File: src/rtl/nibbler_pkg.sv
// Shared types and sizing for the Nibbler instruction-fetch stage.
// Fetch runs a fixed three-phase cycle: ADDR -> LATCH -> EXEC.
package nibbler_pkg;

  localparam int PC_W    = 12;
  localparam int INSTR_W = 8;

  typedef logic [PC_W-1:0]    pc_t;
  typedef logic [INSTR_W-1:0] instr_t;

  localparam pc_t RST_VEC = 12'h000;

  typedef enum logic [1:0] {ADDR, LATCH, EXEC} fetch_state_t;

  // Unsigned PC_W-bit increment; the carry out is dropped so 0xFFF wraps to 0x000.
  function automatic pc_t pc_next(input pc_t p);
    return p + pc_t'(1);
  endfunction

endpackage

File: src/rtl/nibbler_fetch_unit_if.sv
// Fetch-stage bus: ROM port toward program memory and instruction/jump port toward decode.
// The master side is the fetch unit; the slave side is the decode/ROM environment.
interface nibbler_fetch_unit_if;
  import nibbler_pkg::*;

  logic   stall;
  logic   jump_en;
  pc_t    jump_addr;
  instr_t rom_data;
  pc_t    rom_addr;
  logic [3:0] opcode;
  logic [3:0] operand;
  logic   instr_valid;
  pc_t    pc;

  modport master (
    input  stall, jump_en, jump_addr, rom_data,
    output rom_addr, opcode, operand, instr_valid, pc
  );

  modport slave (
    output stall, jump_en, jump_addr, rom_data,
    input  rom_addr, opcode, operand, instr_valid, pc
  );

endinterface

File: src/rtl/nibbler_pc_reg.sv
// Program counter: async reset to the reset vector, priority load > increment > hold.
module nibbler_pc_reg
  import nibbler_pkg::*;
(
  input  logic clk_i,
  input  logic rst_i,
  input  logic load_i,
  input  logic inc_i,
  input  pc_t  load_val_i,
  output pc_t  pc_o
);

  pc_t pc_q, pc_d;

  always_comb begin
    pc_d = pc_q;
    if (load_i)     pc_d = load_val_i;
    else if (inc_i) pc_d = pc_next(pc_q);
  end

  always_ff @(posedge clk_i or posedge rst_i) begin
    if (rst_i) pc_q <= RST_VEC;
    else       pc_q <= pc_d;
  end

  assign pc_o = pc_q;

endmodule

File: src/rtl/nibbler_fetch_unit.sv
// Nibbler fetch stage: sequences ADDR/LATCH/EXEC, drives the synchronous ROM from
// the registered PC and holds the fetched instruction stable for decode in EXEC.
module nibbler_fetch_unit
  import nibbler_pkg::*;
(
  input  logic                 clk,
  input  logic                 reset,
  nibbler_fetch_unit_if.master bus
);

  fetch_state_t state_q, state_d;
  logic   pc_inc, pc_load, instr_en;
  pc_t    pc_q;
  instr_t instr_q;

  always_ff @(posedge clk or posedge reset) begin
    if (reset) state_q <= ADDR;
    else       state_q <= state_d;
  end

  // Stall freezes everything, including jump acceptance; decode keeps jump_en up.
  always_comb begin
    state_d  = state_q;
    pc_inc   = 1'b0;
    pc_load  = 1'b0;
    instr_en = 1'b0;
    if (!bus.stall) begin
      case (state_q)
        ADDR:  state_d = LATCH;
        LATCH: begin
          instr_en = 1'b1;
          pc_inc   = 1'b1;
          state_d  = EXEC;
        end
        EXEC: begin
          pc_load = bus.jump_en;
          state_d = ADDR;
        end
        default: state_d = ADDR;
      endcase
    end
  end

  nibbler_pc_reg u_pc (
    .clk_i      (clk),
    .rst_i      (reset),
    .load_i     (pc_load),
    .inc_i      (pc_inc),
    .load_val_i (bus.jump_addr),
    .pc_o       (pc_q)
  );

  // The ROM keeps its data while rom_addr is stable, so a delayed capture is safe.
  always_ff @(posedge clk or posedge reset) begin
    if (reset)         instr_q <= '0;
    else if (instr_en) instr_q <= bus.rom_data;
  end

  assign bus.rom_addr    = pc_q;
  assign bus.pc          = pc_q;
  assign bus.opcode      = instr_q[7:4];
  assign bus.operand     = instr_q[3:0];
  assign bus.instr_valid = (state_q == EXEC);

endmodule

File: src/flat_wrapper.sv
// flat-port wrapper written by rule: the top's interface ports become plain ports
module nibbler_fetch_unit_flat import nibbler_pkg::*;
  (clk, reset, bus_stall, bus_jump_en, bus_jump_addr, bus_rom_data, bus_rom_addr, bus_opcode, bus_operand, bus_instr_valid, bus_pc);
  nibbler_fetch_unit_if bus_i ();
  input  logic clk;
  input  logic reset;
  input wire logic [$bits(bus_i.stall)-1:0] bus_stall;
  input wire logic [$bits(bus_i.jump_en)-1:0] bus_jump_en;
  input wire logic [$bits(bus_i.jump_addr)-1:0] bus_jump_addr;
  input wire logic [$bits(bus_i.rom_data)-1:0] bus_rom_data;
  output wire logic [$bits(bus_i.rom_addr)-1:0] bus_rom_addr;
  output wire logic [$bits(bus_i.opcode)-1:0] bus_opcode;
  output wire logic [$bits(bus_i.operand)-1:0] bus_operand;
  output wire logic [$bits(bus_i.instr_valid)-1:0] bus_instr_valid;
  output wire logic [$bits(bus_i.pc)-1:0] bus_pc;
  assign bus_i.stall = bus_stall;
  assign bus_i.jump_en = bus_jump_en;
  assign bus_i.jump_addr = bus_jump_addr;
  assign bus_i.rom_data = bus_rom_data;
  assign bus_rom_addr = bus_i.rom_addr;
  assign bus_opcode = bus_i.opcode;
  assign bus_operand = bus_i.operand;
  assign bus_instr_valid = bus_i.instr_valid;
  assign bus_pc = bus_i.pc;
  nibbler_fetch_unit u_core (.clk(clk), .reset(reset), .bus(bus_i));
endmodule
File: config.mk
export PLATFORM = sky130hd
export DESIGN_NAME = nibbler_fetch_unit_flat
export DESIGN_NICKNAME = d
export VERILOG_FILES = /design/src/rtl/nibbler_pkg.sv /design/src/rtl/nibbler_fetch_unit_if.sv /design/src/rtl/nibbler_pc_reg.sv /design/src/rtl/nibbler_fetch_unit.sv /design/src/flat_wrapper.sv
export SDC_FILE = /design/constraint.sdc
export NUM_CORES = 1
export LEC_CHECK = 0
export ABC_AREA = 1
export CORE_UTILIZATION = 45
export DETAILED_ROUTE_END_ITERATION = 10
export PLACE_DENSITY = 0.95
export SLEW_MARGIN = 0
export SYNTH_ARGS = -nofsm -noshare
export SYNTH_HDL_FRONTEND = slang
export SYNTH_SLANG_ARGS = --single-unit
File: constraint.sdc
create_clock -name clk -period 2.3 [get_ports clk]
set_clock_uncertainty 0.05 [all_clocks]
set_input_delay 0.345 -clock clk [delete_from_list [all_inputs] [get_ports clk]]
set_output_delay 0.345 -clock clk [all_outputs]
set_load 0.02 [all_outputs]
==> run metrics <==
status completed; setup slack at placement 0.4047 ns; static leakage 0.8781 nW; die width 55.80 µm; Worst EP arrival 1.57 ns; DPL Wire Length 2.198 mm; Post-CTS Resized 0; DR iter-0 viols 40; vias per cell 5.074; maximum VDD drop 1.004 mV; Synth Instances 180; WL final 3.041 mm; Buffers & Inverters on Critical Path 1; Fin. Hold Viols 0; CP peak stage delay 0.64 ns; reg2reg start u_core.state_q[1]; Placeable Area 0.002758 mm²; Post-Syn Nets 205; Yosys reg bits 22; GRT overflow 0; Clock Sinks 22; initial antenna violation count 0; fin crit period 1.969 ns; DRT Pass-1 Iters 5; placed cell area 0.001803 mm²; Max-cap violations 0; FMAX 507.8 MHz; Slew headroom 75.08%; routability cong. 0.8254; Boundary Pins 57; row cnt 19; Synth-to-Final Area Change 41.21%; sequential area share after synthesis 42.27%; final setup TNS 0 ns; fin cells 258; CP startpoint kind register; crit path kind register to output pin; most common cell after layout, fill and taps aside nand2_1; finished layout cell area 0.001839 mm²; Routed WL per cell 11.79 µm; Avg Inst Size Synth 7.236 µm²; worst slew pin tran 0.3724 ns; IO Port Bufs 56; Post-CTS Setup Inserts 0; CTS tree yes; Total GRT Usage 21.78%; H-tree levels 1; Via Count 1,309; Period Utilization, post-route 85.62%; Worst-path clk slew 0.13 ns; RSZ-0062 raised after global routing no; first-pass GRT wire length 5.444 mm; NumNets Final 253; cts bufs inserted 3; die extent in y 55.80 µm; cells along the critical path nor2_2, clkdlybuf4s50_1; antenna diode count 0; initial core utilization 47.23%; Top delay family on crit path buffers and inverters; pwr/cell area 1305 mW/mm²; required time of the critical path 1.90 ns; Netlist cell types 22; DRC violations left 0; Final ANT Viol Nets 0; Max Transition Viols Final 0; synth warn 0; CP startpoint u_core.state_q[0]; Post-synth EDFFs 0; async set-reset flop share out of synthesis 100.0%; CP Capture Type output pin; critical path's slowest cell clkdlybuf4s50_1; CTS root buf clkbuf_4; share of layout cells above drive strength 1 7.489%; largest net degree at the start of global routing 23; Total Power Consumption 2.400 mW; Setup-failing EPs final 0; number of global-route vias before repair 1,235; commonest non-fill, non-tap cells in the layout 66 x nand2_1, 56 x clkdlybuf4s50_1, 22 x dfrtp_1; Worst Hold Class input pin to async pin; full die area 0.003114 mm²; cts hold-fix bufs 0; worst skew pair latency 0.30 ns; placed insts 254; slack of the critical path 0.3308 ns; Mapped Area 0.001302 mm²; Clock Tree Buf Depth 2; critical path fanouts, max 4; top_reg_cell synth dfrtp_1
==> final cells by class <==
type | count | area (µm²)
clock buffer | 4 | 36.28
fill | 243 | 918.4
inverter | 19 | 71.32
multi-input combinational | 125 | 574.3
sequential | 22 | 550.5
tap | 31 | 38.79
timing repair buffer | 57 | 568.0
==> cell usage after synthesis, types with 2 or more instances <==
cell type | number | area, µm²
nand4_1 | 4 | 25.02
inv_2 | 3 | 11.26
a21oi_1 | 4 | 20.02
nor2_1 | 13 | 48.80
o22ai_1 | 2 | 12.51
nor3_1 | 3 | 15.01
o21ai_0 | 6 | 30.03
inv_1 | 16 | 60.06
o21ai_1 | 4 | 20.02
nand3_1 | 11 | 55.05
nor2_2 | 2 | 12.51
nand2_1 | 66 | 247.7
buf_4 | 12 | 90.09
dfrtp_1 | 22 | 550.5
nand2_2 | 4 | 25.02
nor2_4 | 2 | 22.52
==> path summary, 6_finish.rpt <==
path	end	slack, ns	cells past startpoint
min in group clk	u_core.instr_q[1]	0.46	2
max	bus_instr_valid	0.33	2
min reg2reg	u_core.instr_q[1]	0.46	2
min	u_core.instr_q[2]	0.30	3
max reg2reg	u_core.u_pc.pc_o[2]	0.79	6
max in group asynchronous	u_core.u_pc.pc_o[3]	1.68	3
==> stage by stage <==
step           hold slack [ns]  utilization [%]
2_1_floorplan           0.2842                -
3_3_place_gp            0.4133            65.38
3_5_place_dp            0.4225            65.38
4_1_cts                 0.3107            66.70
5_1_grt                 0.3378            66.70
6_report                0.3001            66.70
==> power breakdown <==
group / internal, mW / switching [mW] / total, mW
Combinational: 0.645 / 0.772 / 1.42
Sequential: 0.562 / 0.204 / 0.767
Clock: 0.0965 / 0.120 / 0.217
Total: 1.30 / 1.10 / 2.40
==> tightest hold or removal path: stages <==
cell,delay [ns]
clkdlybuf4s50_1,0.39
inv_1,0.05
buf_4,0.27
==> sequential cells by signal (all words and copies together), names as in the netlist <==
register	flops
u_core.u_pc.pc_o	12
u_core.state_q	2
u_core.instr_q	8
==> per-layer routing <==
metal | vias to the layer above | track usage, % | wire length (µm)
li1 | 654 | - | -
met1 | 584 | 29.37 | 1317
met2 | 69 | 36.14 | 1431
met3 | 2 | 4.186 | 278
met4 | 0 | 5.357 | 13
met5 | - | 0 | 0
==> cells by family (layout without fill, tap and decap cells) <==
family	after synthesis	in the layout	share of synthesized area, %
AND/OR/NAND/NOR	107	107	36.12
buffers and inverters	33	80	13.64
flip-flops	22	22	42.27
AO/OA/AOI/OAI	17	17	7.013
adder cells (fa/ha/maj)	1	1	0.9605
Power figures use the tool's default switching activity.
